<file path="src/rtl/regfile_write_arbiter_pkg.sv">
`default_nettype none
// ============================================================================
// Module   : lc3_pkg
// Brief    : Shared LC-3 constants: writeback requester indices and
//            register-file geometry.
// Revision : 1.0 - initial release
// ============================================================================
package lc3_pkg;

  // Writeback requester indices into the request vectors
  localparam int REQ_ALU  = 0;
  localparam int REQ_LOAD = 1;
  localparam int REQ_LINK = 2;

  // Register file geometry
  localparam int NUM_REGS = 8;
  localparam int DATA_W   = 16;
  localparam int ADDR_W   = 3;

  // Width of the completed-write counter
  localparam int COUNT_W  = 16;

endpackage : lc3_pkg
`default_nettype wire

</file>
<file path="src/rtl/regfile_write_arbiter_if.sv">
`default_nettype none
// ============================================================================
// Module   : regfile_write_arbiter_if
// Brief    : Writeback request bus plus register-file write bus seen by the
//            register-file write arbiter.
// Revision : 1.0 - initial release
// ============================================================================
interface regfile_write_arbiter_if #(
  parameter int NUM_REQ  = lc3_pkg::REQ_LINK + 1,
  parameter int DATA_W   = lc3_pkg::DATA_W,
  parameter int NUM_REGS = lc3_pkg::NUM_REGS,
  parameter int ADDR_W   = lc3_pkg::ADDR_W
) ();
  import lc3_pkg::*;

  // Requester side
  logic                       hold;
  logic [NUM_REQ-1:0]         req_valid;
  logic [NUM_REQ*ADDR_W-1:0]  req_addr;
  logic [NUM_REQ*DATA_W-1:0]  req_data;
  logic [NUM_REQ-1:0]         req_ready;

  // Register-file side and status
  logic [NUM_REGS-1:0]        reg_enable;
  logic [DATA_W-1:0]          reg_data;
  logic [NUM_REQ-1:0]         last_grant;
  logic [COUNT_W-1:0]         write_count;

  // Pipeline / register-file environment
  modport master (
    output hold, req_valid, req_addr, req_data,
    input  req_ready, reg_enable, reg_data, last_grant, write_count
  );

  // The arbiter itself
  modport slave (
    input  hold, req_valid, req_addr, req_data,
    output req_ready, reg_enable, reg_data, last_grant, write_count
  );

endinterface : regfile_write_arbiter_if
`default_nettype wire

</file>
<file path="src/rtl/regfile_write_arbiter_rr_arbiter.sv">
`default_nettype none
// ============================================================================
// Module   : rr_arbiter
// Brief    : Combinational round-robin arbiter. The search starts at the
//            index after the one-hot last grant and wraps; the first
//            requesting index wins. No grant while enable is low.
// Revision : 1.0 - initial release
// ============================================================================
module rr_arbiter #(
  parameter int NUM_REQ = 3
) (
  input  logic [NUM_REQ-1:0] req_i,
  input  logic [NUM_REQ-1:0] last_grant_i,
  input  logic               enable_i,
  output logic [NUM_REQ-1:0] grant_o
);
  import lc3_pkg::*;

  int   base;
  int   idx;
  logic found;

  // Rotating-priority search starting one past the previous winner
  always_comb begin
    grant_o = '0;
    base    = 0;
    idx     = 0;
    found   = 1'b0;
    for (int i = 0; i < NUM_REQ; i++) begin
      if (last_grant_i[i]) begin
        base = i;
      end
    end
    for (int k = 1; k <= NUM_REQ; k++) begin
      idx = base + k;
      if (idx >= NUM_REQ) begin
        idx = idx - NUM_REQ;
      end
      for (int j = 0; j < NUM_REQ; j++) begin
        if (enable_i && !found && req_i[j] && (idx == j)) begin
          grant_o[j] = 1'b1;
          found      = 1'b1;
        end
      end
    end
  end

endmodule : rr_arbiter
`default_nettype wire

</file>
<file path="src/rtl/regfile_write_arbiter.sv">
`default_nettype none
// ============================================================================
// Module   : regfile_write_arbiter
// Brief    : Shares the single LC-3 register-file write port between the
//            writeback sources. One source is granted per cycle by
//            round-robin; its address/data are captured and driven to the
//            register file as a one-hot enable on the following cycle.
// Revision : 1.0 - initial release
// ============================================================================
module regfile_write_arbiter #(
  parameter int NUM_REQ  = lc3_pkg::REQ_LINK + 1,
  parameter int DATA_W   = lc3_pkg::DATA_W,
  parameter int NUM_REGS = lc3_pkg::NUM_REGS,
  parameter int ADDR_W   = lc3_pkg::ADDR_W
) (
  input  logic                  clock,
  input  logic                  reset,
  regfile_write_arbiter_if.slave bus
);
  import lc3_pkg::*;

  // After reset the pointer sits on the last requester so index 0 wins first
  localparam logic [NUM_REQ-1:0] LAST_GRANT_RST = NUM_REQ'(1) << (NUM_REQ - 1);

  logic [NUM_REQ-1:0]  grant;
  logic                grant_en;
  logic                accept;
  logic                write_now;
  logic [ADDR_W-1:0]   sel_addr;
  logic [DATA_W-1:0]   sel_data;
  logic [NUM_REGS-1:0] dec;

  logic [NUM_REQ-1:0]  last_grant_q, last_grant_d;
  logic                wr_valid_q,   wr_valid_d;
  logic [ADDR_W-1:0]   wr_addr_q,    wr_addr_d;
  logic [DATA_W-1:0]   wr_data_q,    wr_data_d;
  logic [COUNT_W-1:0]  count_q,      count_d;

  // Grants are suppressed during hold and during the reset cycle
  assign grant_en = !bus.hold && !reset;

  rr_arbiter #(
    .NUM_REQ (NUM_REQ)
  ) u_rr_arbiter (
    .req_i        (bus.req_valid),
    .last_grant_i (last_grant_q),
    .enable_i     (grant_en),
    .grant_o      (grant)
  );

  // Grant is only ever raised on a valid requester, so any grant is a handshake
  assign accept        = |grant;
  assign bus.req_ready = grant;

  // Route the granted requester's address and data to the capture registers
  always_comb begin
    sel_addr = '0;
    sel_data = '0;
    for (int i = 0; i < NUM_REQ; i++) begin
      if (grant[i]) begin
        sel_addr = bus.req_addr[i*ADDR_W +: ADDR_W];
        sel_data = bus.req_data[i*DATA_W +: DATA_W];
      end
    end
  end

  // Next-state: capture on acceptance, count each issued write
  always_comb begin
    last_grant_d = last_grant_q;
    wr_valid_d   = accept;
    wr_addr_d    = wr_addr_q;
    wr_data_d    = wr_data_q;
    count_d      = count_q;
    if (accept) begin
      last_grant_d = grant;
      wr_addr_d    = sel_addr;
      wr_data_d    = sel_data;
    end
    if (wr_valid_q) begin
      count_d = count_q + COUNT_W'(1);
    end
  end

  // State registers; reset also drops a write accepted on the previous edge
  always_ff @(posedge clock) begin
    if (reset) begin
      last_grant_q <= LAST_GRANT_RST;
      wr_valid_q   <= 1'b0;
      wr_addr_q    <= '0;
      wr_data_q    <= '0;
      count_q      <= '0;
    end else begin
      last_grant_q <= last_grant_d;
      wr_valid_q   <= wr_valid_d;
      wr_addr_q    <= wr_addr_d;
      wr_data_q    <= wr_data_d;
      count_q      <= count_d;
    end
  end

  // A pending write is discarded if reset arrives in its write cycle
  assign write_now = wr_valid_q && !reset;

  // One-hot address decoder; indices beyond the file decode to no enable
  for (genvar r = 0; r < NUM_REGS; r++) begin : g_dec
    assign dec[r] = write_now && (wr_addr_q == ADDR_W'(r));
  end

  assign bus.reg_enable  = dec;
  assign bus.reg_data    = wr_data_q;
  assign bus.last_grant  = last_grant_q;
  assign bus.write_count = count_q;

endmodule : regfile_write_arbiter
`default_nettype wire

</file>
<file path="src/flat_wrapper.sv">
// flat-port wrapper written by rule: the top's interface ports become plain ports
module regfile_write_arbiter_flat import lc3_pkg::*;
#(
  parameter int NUM_REQ  = lc3_pkg::REQ_LINK + 1,
  parameter int DATA_W   = lc3_pkg::DATA_W,
  parameter int NUM_REGS = lc3_pkg::NUM_REGS,
  parameter int ADDR_W   = lc3_pkg::ADDR_W
)
  (clock, reset, bus_hold, bus_req_valid, bus_req_addr, bus_req_data, bus_req_ready, bus_reg_enable, bus_reg_data, bus_last_grant, bus_write_count);
  regfile_write_arbiter_if #(.NUM_REQ(NUM_REQ), .DATA_W(DATA_W), .NUM_REGS(NUM_REGS), .ADDR_W(ADDR_W)) bus_i ();
  input  logic clock;
  input  logic reset;
  input wire logic [$bits(bus_i.hold)-1:0] bus_hold;
  input wire logic [$bits(bus_i.req_valid)-1:0] bus_req_valid;
  input wire logic [$bits(bus_i.req_addr)-1:0] bus_req_addr;
  input wire logic [$bits(bus_i.req_data)-1:0] bus_req_data;
  output wire logic [$bits(bus_i.req_ready)-1:0] bus_req_ready;
  output wire logic [$bits(bus_i.reg_enable)-1:0] bus_reg_enable;
  output wire logic [$bits(bus_i.reg_data)-1:0] bus_reg_data;
  output wire logic [$bits(bus_i.last_grant)-1:0] bus_last_grant;
  output wire logic [$bits(bus_i.write_count)-1:0] bus_write_count;
  assign bus_i.hold = bus_hold;
  assign bus_i.req_valid = bus_req_valid;
  assign bus_i.req_addr = bus_req_addr;
  assign bus_i.req_data = bus_req_data;
  assign bus_req_ready = bus_i.req_ready;
  assign bus_reg_enable = bus_i.reg_enable;
  assign bus_reg_data = bus_i.reg_data;
  assign bus_last_grant = bus_i.last_grant;
  assign bus_write_count = bus_i.write_count;
  regfile_write_arbiter #(.NUM_REQ(NUM_REQ), .DATA_W(DATA_W), .NUM_REGS(NUM_REGS), .ADDR_W(ADDR_W)) u_core (.clock(clock), .reset(reset), .bus(bus_i));
endmodule
</file>
<file path="config.mk">
export PLATFORM = sky130hd
export DESIGN_NAME = regfile_write_arbiter_flat
export DESIGN_NICKNAME = d
export VERILOG_FILES = /design/src/rtl/regfile_write_arbiter_pkg.sv /design/src/rtl/regfile_write_arbiter_if.sv /design/src/rtl/regfile_write_arbiter_rr_arbiter.sv /design/src/rtl/regfile_write_arbiter.sv /design/src/flat_wrapper.sv
export SDC_FILE = /design/constraint.sdc
export NUM_CORES = 1
export LEC_CHECK = 0
export ABC_CLOCK_PERIOD_IN_PS = 1800
export BUFFER_PORTS_ARGS = -buffer_cell sky130_fd_sc_hd__buf_4
export CAP_MARGIN = 20
export CORE_ASPECT_RATIO = 0.8
export CORE_MARGIN = 5
export CORE_UTILIZATION = 40
export DETAILED_ROUTE_END_ITERATION = 12
export GPL_TIMING_DRIVEN = 0
export PLACE_DENSITY_LB_ADDON = 0.15
export SETUP_SLACK_MARGIN = 0.1
export SYNTH_ARGS = -nofsm -noshare
export SYNTH_HDL_FRONTEND = slang
export SYNTH_HIERARCHICAL = 1
export SYNTH_SLANG_ARGS = --single-unit
</file>
<file path="constraint.sdc">
create_clock -name clock -period 1.8 [get_ports clock]
set_input_delay 0.09 -clock clock [delete_from_list [all_inputs] [get_ports clock]]
set_output_delay 0.09 -clock clock [all_outputs]
set_load 0.01 [all_outputs]
</file>
After elaboration in Yosys (flattened, before gate mapping). Cells that the tools add are included.

Latch bits: 0. Bits in read-only memories: 0. Memory bits (writable): 0. Memories kept: 0. Logic and storage cells: 106. Flip-flop bits (word level): 39. Input bits: 63. Output and inout bits: 46.

Muxes and demuxes: 27. Reductions and logical operators: 51. $mul: 0. Order comparisons: 3. Equal/unequal tests: 13. Shift operators: 0. Add/sub/neg operators: 7. Divide/modulo/power cells: 0. Bitwise logic cells: 0.

Operator list (number): $eq 32x2->1 const B (3); $eq 32x3->1 const B (3); $ge 32x3->1 const B (3); $logic_not 32->1 (3); $mux 32 (3); $sub 32x3->32 const B (3); $add 32x3->32 const B (2); $mux 16 (3); $logic_and 1x1->1 (36); $mux 1 (17); $add 16x1->16 const B (1); $eq 3x3->1 const B (4); $logic_not 1->1 (10); $mux 3 (3); $eq 3x2->1 const B (2); $add 2x1->3 const B (1); $eq 3x1->1 const B (1); $logic_not 3->1 (1); $reduce_or 3->1 (1); $mux 2 (1).

Depth between registers and ports, before layout. Gate-level depths: netlist of the first run.

Word-level depth: 49. Gate-level depth with buffers: 11. Gate-level depth less buffers: 7.

Modules after synthesis. The synthesis of the first run kept the hierarchy.

By module, submodules not included: regfile_write_arbiter (sequential area each 780.7 µm², area each 1993.2 µm², instances 1, cells each 253); rr_arbiter (sequential area each 0.0 µm², area each 60.1 µm², instances 1, cells each 8).

Least setup slack after synthesis of the first run. OpenSTA, ideal clock, no wires.

Path kind: input-to-reg. Start point: in reset. End point: reg u_core.wr_data_q[12] (netlist: u_core/bus.reg_data[12]). Stages on the path: 9. Buffers on the path: 4. Required time: 1644 ps. Arrival: 1781 ps. Setup slack: -137 ps. Cells stage by stage: clkbuf_1 > clkbuf_1 > nor2_1 > and3_1 > buf_2 > or3_1 > buf_2 > nor2_1 > a2111oi_0.

Word-level cells in the longest chain between the ends: 46.

RTL lines: from (decl) (line flat_wrapper.sv:12) `input logic reset;`; $logic_not 1->1 (*) (line regfile_write_arbiter.sv:40) `assign grant_en = !bus.hold && !reset;`; $logic_and 1x1->1 (*) (line regfile_write_arbiter.sv:40); net u_core.grant_en (line regfile_write_arbiter.sv:26) `logic grant_en;`; $logic_and 1x1->1 (2 in series) (line regfile_write_arbiter_rr_arbiter.sv:40) `if (enable_i && !found && req_i[j] && (idx == j)) begin`; $mux 1 (line regfile_write_arbiter_rr_arbiter.sv:40); $logic_not 1->1 (line regfile_write_arbiter_rr_arbiter.sv:40); $logic_and 1x1->1 (3 in series) (line regfile_write_arbiter_rr_arbiter.sv:40); $mux 1 (line regfile_write_arbiter_rr_arbiter.sv:40); [25 not listed]; $logic_not 1->1 (line regfile_write_arbiter_rr_arbiter.sv:40); $logic_and 1x1->1 (3 in series) (line regfile_write_arbiter_rr_arbiter.sv:40); $mux 1 (line regfile_write_arbiter_rr_arbiter.sv:40); $logic_not 1->1 (line regfile_write_arbiter_rr_arbiter.sv:40); $logic_and 1x1->1 (3 in series) (line regfile_write_arbiter_rr_arbiter.sv:40); $mux 1 (*) (line regfile_write_arbiter_rr_arbiter.sv:40); net bus_req_ready[2] (line flat_wrapper.sv:17) `output wire logic [$bits(bus_i.req_ready)-1:0] bus_req_ready;`; $reduce_or 3->1 or $mux 16 (tied branches) (line regfile_write_arbiter.sv:52, regfile_write_arbiter.sv:60); to (signal assigned) (line regfile_write_arbiter.sv:96) `wr_data_q <= wr_data_d;`; to (decl) (line regfile_write_arbiter.sv:36) `logic [DATA_W-1:0] wr_data_q, wr_data_d;`.

Mark *: on every way through the listed nets, which the timed path passes. The rest lies on a longest branch. A chain may end at the register's enable or synchronous reset.

Worst setup path in the final report of the first run.
Start point: reg u_core.last_grant_q[1] (netlist: u_core/bus.last_grant[1]). End point: reg u_core.wr_data_q[2] (netlist: u_core/bus.reg_data[2]).

Word-level cells in the longest chain between the ends: 49.

RTL lines: from (decl) (line regfile_write_arbiter.sv:33) `logic [NUM_REQ-1:0] last_grant_q, last_grant_d;`; from (signal assigned) (line regfile_write_arbiter.sv:93) `last_grant_q <= last_grant_d;`; $mux 1 (*) (line regfile_write_arbiter_rr_arbiter.sv:30) `if (last_grant_i[i]) begin`; $mux 2 (*) (line regfile_write_arbiter_rr_arbiter.sv:30); $add 2x1->3 (line regfile_write_arbiter_rr_arbiter.sv:35) `idx = base + k;`; $sub 32x3->32 or $ge 32x3->1 (tied branches) (line regfile_write_arbiter_rr_arbiter.sv:37, regfile_write_arbiter_rr_arbiter.sv:36); $mux 32 (line regfile_write_arbiter_rr_arbiter.sv:36) `if (idx >= NUM_REQ) begin`; $logic_not 32->1 (line regfile_write_arbiter_rr_arbiter.sv:40); $logic_and 1x1->1 (line regfile_write_arbiter_rr_arbiter.sv:40); $mux 1 (line regfile_write_arbiter_rr_arbiter.sv:40); [29 not listed]; $mux 1 (line regfile_write_arbiter_rr_arbiter.sv:40); $logic_not 1->1 (line regfile_write_arbiter_rr_arbiter.sv:40); $logic_and 1x1->1 (3 in series) (line regfile_write_arbiter_rr_arbiter.sv:40); $mux 1 (line regfile_write_arbiter_rr_arbiter.sv:40); $logic_not 1->1 (line regfile_write_arbiter_rr_arbiter.sv:40); $logic_and 1x1->1 (3 in series) (line regfile_write_arbiter_rr_arbiter.sv:40); $mux 1 (line regfile_write_arbiter_rr_arbiter.sv:40); $reduce_or 3->1 or $mux 16 (tied branches) (line regfile_write_arbiter.sv:52, regfile_write_arbiter.sv:60).

Every way passes the cells marked *; elsewhere a longest branch is shown, timed or not.

==> summary.txt, run 1 <==
Worst slew margin - 64.9%
sequential element share of the synthesized area - 38.0%
sequential power share - 42.1%
Worst Path Arrival - 1.87 ns
Max Slew Vio Count - 0
setup_tns - 0 ns
RSZ-0062 raised after global routing - yes
PortBufs - 107
final period utilization - 95.9%
Net Sw Frac - 24.0%
First DRT Iteration DRCs - 105
antenna diode count - 0
flops & latches, synth - 39
Period minus WS final - 1.73 ns
total leakage power - 1.48 nW
CP endpoint kind - register
routed vias - 2276
DP HPWL - 4930 um
first-pass GRT wire length - 10300 um
startpoint class of the critical path - register
Combinational Power Share - 19.7%
FP Rows - 23
remaining global-route overflow - 0
status - complete, no violations
RePlAce Congestion - 0.875
Crit Path Class - reg2reg
YS warnings - 6
final hold violations - 0
Clk pwr share - 38.2%
CTS tree - done
Max FO, Critical Path - 5
I/O pin count - 109
routed length per instance - 14.7 um
DIE WIDTH - 90.1 um
Initial Util - 41.0%
CTS sink cnt - 39
Max-Cap Viols - 0
Clock Path Buffers - 2
Root Driver - clkbuf_8
most frequent cells in the layout - buf_4 (112), nor2_1 (37), dfxtp_1 (37)
worst hold stages - 3
Max IR drop VDD - 0.000570 V
Core ar. - 5010 um2
Sw Pwr - 538 uW
Slew @ Worst Pin - 0.526 ns
Placed Instances - 430
Avg Synthesized Cell Area - 7.87 um2
commonest non-fill, non-tap cell in the layout - buf_4
cell internal pwr - 1.71 mW
Antenna Nets Post-Route - 0
H-tree levels - 2
Async S/R FF share, synth - 0%
CTS Buf Count - 5
initial antenna violation count - 0
die area - 6670 um2
post-synthesis cell type count - 35
Clock Latency Late Sink - 0.28 ns
Filler cells - 452
Remaining DRCs - 0
clock transition at the registers of the reported paths - 0.08 ns
Pwr Density - 680 nW/um2
Worst Hold Class - in2reg
Syn Inst Count - 261
vias per std cell - 5.16
syn_nets - 325
total track usage - 18.8%
Post-synth EDFFs - 0
top_reg_cell synth - dfxtp_1
Area growth syn-to-layout - 60.9%
final clock skew - 0.00434 ns
Post-Syn Area - 2050 um2
largest net degree at the start of global routing - 13
Setup violations, final - 0
Max Fclk - 580 MHz
CP required - 1.95 ns
total wire length - 6500 um
vias in the first global route - 2201
share of cells above drive strength 1 - 42.2%
FF-to-FF path depth - 8
die height - 74.1 um
fin cells - 441
NumNets Final - 442
drt first pass iters - 4
==> repair_timing <==
action,in CTS,in global routing
pin swaps,2,9
gates cloned,0,1
gates resized for setup,18,40
hold buffers,0,0
endpoints found under the setup margin,22,24
buffers inserted,0,3
==> worst max-delay path, stage by stage, from the launching register on <==
cell,delay [ns]
dfxtp_4,0.37
nor2b_4,0.11
o22ai_1,0.07
and3_1,0.17
buf_6,0.13
or3_4,0.41
clkbuf_16,0.18
nor2_1,0.10
a2111oi_1,0.06
==> per-stage QoR <==
step / cell area (um2) / hold slack (ns) / util, % / setup slack (ns) / power (mW)
2_1_floorplan: 2070 / 0.237 / - / 0.103 / 1.12
3_3_place_gp: 2950 / 0.325 / 59.0 / -0.227 / 1.32
3_5_place_dp: 2950 / 0.342 / 59.0 / -0.381 / 1.33
4_1_cts: 3130 / 0.0299 / 62.4 / 0.0965 / 2.20
5_1_grt: 3300 / 0.0504 / 66.0 / 0.0189 / 2.35
6_report: 3300 / 0.0402 / 66.0 / 0.0745 / 2.24
==> cells by family (layout without fill, tap and decap cells) <==
| group | count (synthesis) | in the layout | share of synthesized area (%) |
|---|---|---|---|
| and+or+nand+nor | 95 | 95 | 22.9 |
| DFF | 39 | 39 | 38.0 |
| AOI/OAI and AO/OA | 57 | 57 | 18.4 |
| muxes | 15 | 15 | 7.43 |
| xor gates and xnor gates | 10 | 10 | 4.27 |
| buffers and inverters | 44 | 162 | 8.35 |
| adders and majority gates | 1 | 1 | 0.609 |
==> flip-flops by register name, summed over array words and instances (netlist names) <==
register / count
u_core/bus.write_count: 16
u_core/wr_addr_q: 3
u_core/wr_valid_q: 1
u_core/bus.reg_data: 16
u_core/bus.last_grant: 3
==> synth_stat cells, types with 3 or more instances <==
master     number  area, um2
nand3_1         6       30.0
nand4_1         4       25.0
a21oi_1        18       90.1
mux2i_1        13        130
nor2_1         46        173
a2111oi_0      13        114
xor2_1          6       52.6
clkbuf_1       13       48.8
o21ai_0         9       45.0
inv_1          26       97.6
a211oi_1       13       97.6
xnor2_1         4       35.0
or3_1           3       18.8
buf_2           5       25.0
nand2_1        16       60.1
and3_1          3       18.8
dfxtp_1        39        781
nor2b_1         3       18.8
nor3_1          3       15.0
==> final timing paths <==
| path | from | end | slack [ns] |
|---|---|---|---|
| max | u_core/bus.last_grant[1] | u_core/bus.reg_data[2] | 0.07 |
| min | bus_req_data[41] | u_core/bus.reg_data[9] | 0.04 |
| max reg2reg | u_core/bus.last_grant[1] | u_core/bus.reg_data[2] | 0.07 |
| min reg2reg | u_core/bus.reg_data[0] | u_core/bus.reg_data[0] | 0.50 |
==> per-layer routing <==
layer / global-route usage, % / vias up / wire (um)
li1: - / 1141 / -
met1: 23.4 / 1055 / 2890
met2: 31.7 / 76 / 3070
met3: 6.77 / 4 / 483
met4: 4.30 / 0 / 49
met5: 0 / - / 0
==> final cells by class <==
type / instances / area [um2] / area share (%)
Timing Repair Buffer: 111 / 851 / 25.8
Buffer: 17 / 124 / 3.75
Tap cell: 62 / 77.6 / 2.35
Clock inverter: 2 / 60.1 / 1.82
Multi-Input combinational cell: 178 / 1230 / 37.4
Sequential cell: 39 / 786 / 23.8
Clock buffer: 6 / 72.6 / 2.20
Inverter: 26 / 97.6 / 2.95
==> power by group through the flow <==
stage | combinational (mW) | sequential [mW] | clock, mW
after floorplan | 0.152 | 0.967 | 0
after global placement | 0.362 | 0.957 | 0
after detailed placement | 0.370 | 0.957 | 0
after CTS | 0.383 | 0.937 | 0.879
after global routing | 0.482 | 0.950 | 0.915
final | 0.442 | 0.945 | 0.857
No activity file was read; power rests on OpenSTA's default activity.
==> run 2, diff against run 1 <==
--- a/config.mk
+++ b/config.mk
@@ -11,6 +11,7 @@
 export CORE_ASPECT_RATIO = 0.8
 export CORE_MARGIN = 5
 export CORE_UTILIZATION = 40
+export CTS_BUF_LIST = sky130_fd_sc_hd__clkbuf_8
 export DETAILED_ROUTE_END_ITERATION = 12
 export GPL_TIMING_DRIVEN = 0
 export PLACE_DENSITY_LB_ADDON = 0.15
==> run 2 against run 1 <==
Effect of this change: cell area unchanged; critical path depth unchanged; power decreased by 0.21%; critical path type unchanged; routed wire length about the same; global-route usage unchanged; clock skew about the same; cell count unchanged; first-iteration DRC count unchanged.
==> summary.txt, run 2 (synthesis gave the netlist of run 1 again) <==
Layout Utilization - 66.0% (unchanged)
Remaining DRCs - 0 (unchanged)
Antenna Nets Post-Route - 0 (unchanged)
vias per std cell - 5.15 (was 5.16)
routed length per instance - 14.7 um (about the same)
share of cells above drive strength 1 - 42.2% (unchanged)
Period minus WS final - 1.73 ns (about the same)
Initial Util - 41.0% (unchanged)
startpoint class of the critical path - register (unchanged)
CTS sink cnt - 39 (unchanged)
die area - 6670 um2 (unchanged)
final period utilization - 95.9% (about the same)
clock transition at the registers of the reported paths - 0.08 ns (about the same)
Clock Path Buffers - 2 (unchanged)
I/O pin count - 109 (unchanged)
NumNets Final - 442 (unchanged)
Slew @ Worst Pin - 0.525 ns (was 0.526 ns)
Worst Hold Class - in2reg (unchanged)
fin cells - 441 (unchanged)
Placed Instances - 430 (unchanged)
CP required - 1.95 ns (about the same)
status - complete, no violations (unchanged)
routed vias - 2272 (was 2276)
CP endpoint kind - register (unchanged)
total chip power - 2.24 mW (about the same)
final clock skew - 0.00469 ns (was 0.00434 ns)
vias in the first global route - 2201 (unchanged)
total wire length - 6500 um (about the same)
worst setup margin - 0.0745 ns (about the same)
Setup violations, final - 0 (unchanged)
DP HPWL - 4930 um (unchanged)
remaining global-route overflow - 0 (unchanged)
post-route cell area - 3300 um2 (unchanged)
Max FO, Critical Path - 5 (unchanged)
H-tree levels - 2 (unchanged)
DIE WIDTH - 90.1 um (unchanged)
Root Driver - clkbuf_8 (unchanged)
total leakage power - 1.49 nW (was 1.48 nW)
Max Slew Vio Count - 0 (unchanged)
Pwr Density - 678 nW/um2 (was 680 nW/um2)
Worst slew margin - 65.0% (was 64.9%)
RSZ-0062 raised after global routing - yes (unchanged)
final hold violations - 0 (unchanged)
Max-Cap Viols - 0 (unchanged)
area post-placement - 2950 um2 (unchanged)
total track usage - 18.8% (unchanged)
FP Rows - 23 (unchanged)
most frequent cells in the layout - buf_4 (112), nor2_1 (37), dfxtp_1 (37) (unchanged)
die height - 74.1 um (unchanged)
largest net degree at the start of global routing - 13 (unchanged)
drt first pass iters - 4 (unchanged)
RePlAce Congestion - 0.875 (unchanged)
DP Worst Slack - -0.381 ns (unchanged)
Crit Path Class - reg2reg (unchanged)
Max IR drop VDD - 0.000570 V (about the same)
antenna diode count - 0 (unchanged)
Clock Latency Late Sink - 0.28 ns (about the same)
Core ar. - 5010 um2 (unchanged)
Max Fclk - 580 MHz (about the same)
first-pass GRT wire length - 10300 um (unchanged)
Worst Path Arrival - 1.87 ns (about the same)
CTS tree - done (unchanged)
First DRT Iteration DRCs - 105 (unchanged)
Area growth syn-to-layout - 60.9% (unchanged)
PortBufs - 107 (unchanged)
CTS Buf Count - 5 (unchanged)
initial antenna violation count - 0 (unchanged)
commonest non-fill, non-tap cell in the layout - buf_4 (unchanged)
## run 2: changes by cell type in the layout (fill, tap and decap cells not counted), sizes merged
cell    change
clkbuf      -1
inv         +1
## run 2: final cells by class
class / instances / area [um2]
repair buffers: 111 / 851
plain buffers: 17 / 124
inverters: 26 / 97.6
clock inverters: 3 / 63.8
flip-flops and latches: 39 / 786
fillers: 452 / 1700
clock buffers: 5 / 68.8
multi-input cells: 178 / 1230
well taps: 62 / 77.6
## run 2: path summary, 6_finish.rpt
check,startpoint,depth (start not counted),to,slack (ns)
setup reg to reg,u_core/bus.last_grant[1],8,u_core/bus.reg_data[2],0.07
hold reg to reg,u_core/bus.reg_data[0],2,u_core/bus.reg_data[0],0.50
setup / recovery,u_core/bus.last_grant[1],8,u_core/bus.reg_data[2],0.07
hold / removal,bus_req_data[41],3,u_core/bus.reg_data[9],0.04
## run 2: stage by stage
step	hold WS, ns	setup TNS, ns
4_1_cts	0.0299	0
2_1_floorplan	0.237	0
3_5_place_dp	0.342	-5.00
3_3_place_gp	0.325	-3.79
6_report	0.0402	0
5_1_grt	0.0504	0
## run 2: worst max-delay path, cell delays in order (launching register included)
cell,delay [ns]
dfxtp_4,0.37
nor2b_4,0.11
o22ai_1,0.07
and3_1,0.17
buf_6,0.13
or3_4,0.41
clkbuf_16,0.18
nor2_1,0.10
a2111oi_1,0.06
## run 2: per-layer routing
| metal | part of all wire, % | vias to the layer above | global-route usage [%] |
|---|---|---|---|
| li1 | - | 1140 | - |
| met1 | 45 | 1053 | 23.4 |
| met2 | 47 | 75 | 31.7 |
| met3 | 7.2 | 4 | 6.77 |
| met4 | 0.75 | 0 | 4.30 |
| met5 | 0 | - | 0 |
## run 2: timing repair
item | 4_1_cts | 5_1_grt
resized for setup | 18 | 40
endpoints found under the hold margin | 0 | 0
pin swaps | 2 | 9
hold buffers | 0 | 0
setup endpoints to repair | 22 | 24
gates cloned | 0 | 1
buffers inserted | 0 | 3
## run 2: where the power goes
group          switching [mW]  internal [mW]  leakage (nW)  total (mW)
Clock                   0.304          0.549        0.0695       0.852
Combinational           0.194          0.248          1.10       0.442
Sequential             0.0414          0.904         0.318       0.945
Total                   0.539           1.70          1.49        2.24
==> run 3, diff against run 2 <==
==> constraint.sdc (replaced) <==
create_clock -name clock -period 1.8 [get_ports clock]
set_input_delay 0.36 -clock clock [delete_from_list [all_inputs] [get_ports clock]]
set_output_delay 0.36 -clock clock [all_outputs]
set_load 0.01 [all_outputs]
==> run 3 against run 2 <==
Effect of this change: clock skew barely moved; non-clock buffer count fell by 1; sequential power barely moved; die area did not move; combinational power rose by 3%; cell area rose by 2.5%; clock power fell by 10%; sequential cell count did not move; worst setup slack improved by 0.0092 ns; largest power group unchanged.
==> summary.txt, run 3 (synthesis gave the netlist of run 1 again) <==
Core ar. - 5010 um2 (unchanged)
final clock skew - 0.00517 ns (was 0.00469 ns)
drt first pass iters - 4 (unchanged)
Max IR drop VDD - 0.000527 V (was 0.000570 V)
total leakage power - 1.51 nW (was 1.49 nW)
CTS sink cnt - 39 (unchanged)
Critical-path top delay cell - dfxtp_4 (was or3_4)
H-tree levels - 2 (unchanged)
Worst path top cell family by delay - simple AND/OR/NAND/NOR gates (unchanged)
routed vias - 2277 (was 2272)
Max Fclk - 583 MHz (was 580 MHz)
Reg2Reg Setup Slack - 0.08 ns (was 0.07 ns)
Setup violations, final - 0 (unchanged)
worst r2r src - u_core/bus.last_grant[2] (was u_core/bus.last_grant[1])
Slew @ Worst Pin - 0.465 ns (was 0.525 ns)
worst hold stages - 2 (was 3)
worst hold margin - 0.287 ns (was 0.0402 ns)
RePlAce Congestion - 0.853 (was 0.875)
area post-placement - 3050 um2 (was 2950 um2)
Clock Path Buffers - 2 (unchanged)
total wire length - 6480 um (was 6500 um)
status - complete, no violations (unchanged)
Max FO, Critical Path - 6 (was 5)
CP endpoint kind - register (unchanged)
remaining global-route overflow - 0 (unchanged)
share of cells above drive strength 1 - 43.7% (was 42.2%)
First DRT Iteration DRCs - 77 (was 105)
critical path cell sequence - nor2b_1, o22ai_1, and3_4, buf_8, or3_4, clkbuf_16, nor2_4, a2111oi_1 (was nor2b_4, o22ai_1, and3_1, buf_6, or3_4, clkbuf_16, nor2_1, a2111oi_1)
worst stage delay on the critical path - 0.38 ns (was 0.41 ns)
Root Driver - clkbuf_8 (unchanged)
Max-Cap Viols - 0 (unchanged)
I/O pin count - 109 (unchanged)
Max Slew Vio Count - 0 (unchanged)
Area growth syn-to-layout - 64.9% (was 60.9%)
total chip power - 2.17 mW (was 2.24 mW)
worst path bufs/invs - 2 (unchanged)
Worst slew margin - 69.0% (was 65.0%)
setup_tns - 0 ns (unchanged)
final hold violations - 0 (unchanged)
largest net degree at the start of global routing - 13 (unchanged)
initial antenna violation count - 0 (unchanged)
NumNets Final - 441 (was 442)
WP depth - 8 (unchanged)
Antenna Nets Post-Route - 0 (unchanged)
first-pass GRT wire length - 10500 um (was 10300 um)
startpoint class of the critical path - register (unchanged)
final period utilization - 95.4% (was 95.9%)
routed length per instance - 14.7 um (about the same)
total track usage - 19.1% (was 18.8%)
DP HPWL - 4900 um (was 4930 um)
CTS tree - done (unchanged)
Initial Util - 41.0% (unchanged)
RSZ-0062 raised after global routing - yes (unchanged)
Worst Hold Class - in2reg (unchanged)
Hold Buf Count CTS - 0 (unchanged)
clock transition at the registers of the reported paths - 0.08 ns (about the same)
CP required - 1.98 ns (was 1.95 ns)
hold endpoint - u_core/bus.reg_data[15] (was u_core/bus.reg_data[9])
die height - 74.1 um (unchanged)
CTS Buf Count - 5 (unchanged)
FF-to-FF path depth - 8 (unchanged)
vias in the first global route - 2212 (was 2201)
Filler cells - 420 (was 452)
Pwr Density - 640 nW/um2 (was 678 nW/um2)
vias per std cell - 5.18 (was 5.15)
post-route cell area - 3390 um2 (was 3300 um2)
Reg-to-Reg End - u_core/wr_addr_q[1] (was u_core/bus.reg_data[2])
Crit Path Class - reg2reg (unchanged)
FP Rows - 23 (unchanged)
commonest non-fill, non-tap cell in the layout - buf_4 (unchanged)
PortBufs - 107 (unchanged)
antenna diode count - 0 (unchanged)
die area - 6670 um2 (unchanged)
Clock Latency Late Sink - 0.29 ns (was 0.28 ns)
Hold Startpoint - reset (was bus_req_data[41])
Worst Path Arrival - 1.89 ns (was 1.87 ns)
Period minus WS final - 1.72 ns (was 1.73 ns)
most frequent cells in the layout - buf_4 (109), nor2_1 (37), dfxtp_1 (37) (was buf_4 (112), nor2_1 (37), dfxtp_1 (37))
Remaining DRCs - 0 (unchanged)
DIE WIDTH - 90.1 um (unchanged)
-- run 3: cell count changes in the layout (fill, tap and decap cells not counted), sizes merged --
| cell | delta |
|---|---|
| buf | +2 |
| bufinv | -1 |
| clkbuf | -2 |
| clkinv | +1 |
| inv | -1 |
-- run 3: area by class of cell --
class                      instances  area (um2)  share of cell area, %
multi-input combinational        178        1250                   37.1
timing repair buffer             109         836                   24.7
sequential                        39         788                   23.3
buffer                            18         214                   6.32
inverter                          26        97.6                   2.88
clock buffer                       6        82.6                   2.44
tap                               62        77.6                   2.29
clock inverter                     2        35.0                   1.03
-- run 3: metal layers --
layer	share of wire (%)	track usage, %	up-vias
met5	0	0	-
met4	0.35	3.47	0
met3	8.1	5.97	2
met2	47	30.9	88
met1	44	25.6	1045
li1	-	-	1142
-- run 3: worst reg2reg max path, cell delays in order (launching register included) --
cell	delay (ns)
dfxtp_4	0.38
nor2b_1	0.05
o22ai_1	0.17
and3_4	0.23
buf_8	0.12
or3_4	0.17
clkbuf_16	0.17
nor2_4	0.03
a2111oi_1	0.29
-- run 3: power breakdown --
group          internal, mW  total (mW)  switching, mW
clock                 0.449       0.765          0.316
combinational         0.261       0.457          0.196
sequential            0.903       0.944         0.0402
total                  1.61        2.17          0.552
-- run 3: worst max-delay path by stage --
stage                               end  slack, ns                startpoint
6_report            u_core/wr_addr_q[1]       0.08  u_core/bus.last_grant[2]
5_1_grt             u_core/wr_addr_q[1]     -0.005  u_core/bus.last_grant[2]
4_1_cts         u_core/bus.reg_data[10]       0.08  u_core/bus.last_grant[2]
3_5_place_dp   u_core/bus.last_grant[0]      -0.15          bus_req_valid[1]
3_3_place_gp        u_core/wr_addr_q[0]      -0.12                     reset
2_1_floorplan   u_core/bus.reg_data[10]       0.04                     reset
-- run 3: per-stage QoR --
stage	instances	util, %	setup WS, ns
after global placement	430	61.0	-0.124
after detailed placement	430	61.0	-0.152
after CTS	438	63.7	0.0837
after global routing	440	67.6	-0.00539
after floorplan	261	-	0.0394
final	440	67.6	0.0837
-- run 3: what timing repair did --
action	in CTS	in global routing
pin swaps	0	8
endpoints found under the setup margin	22	23
buffers inserted	0	1
cloned	0	1
hold endpoints to repair	0	0
gates resized for setup	9	54
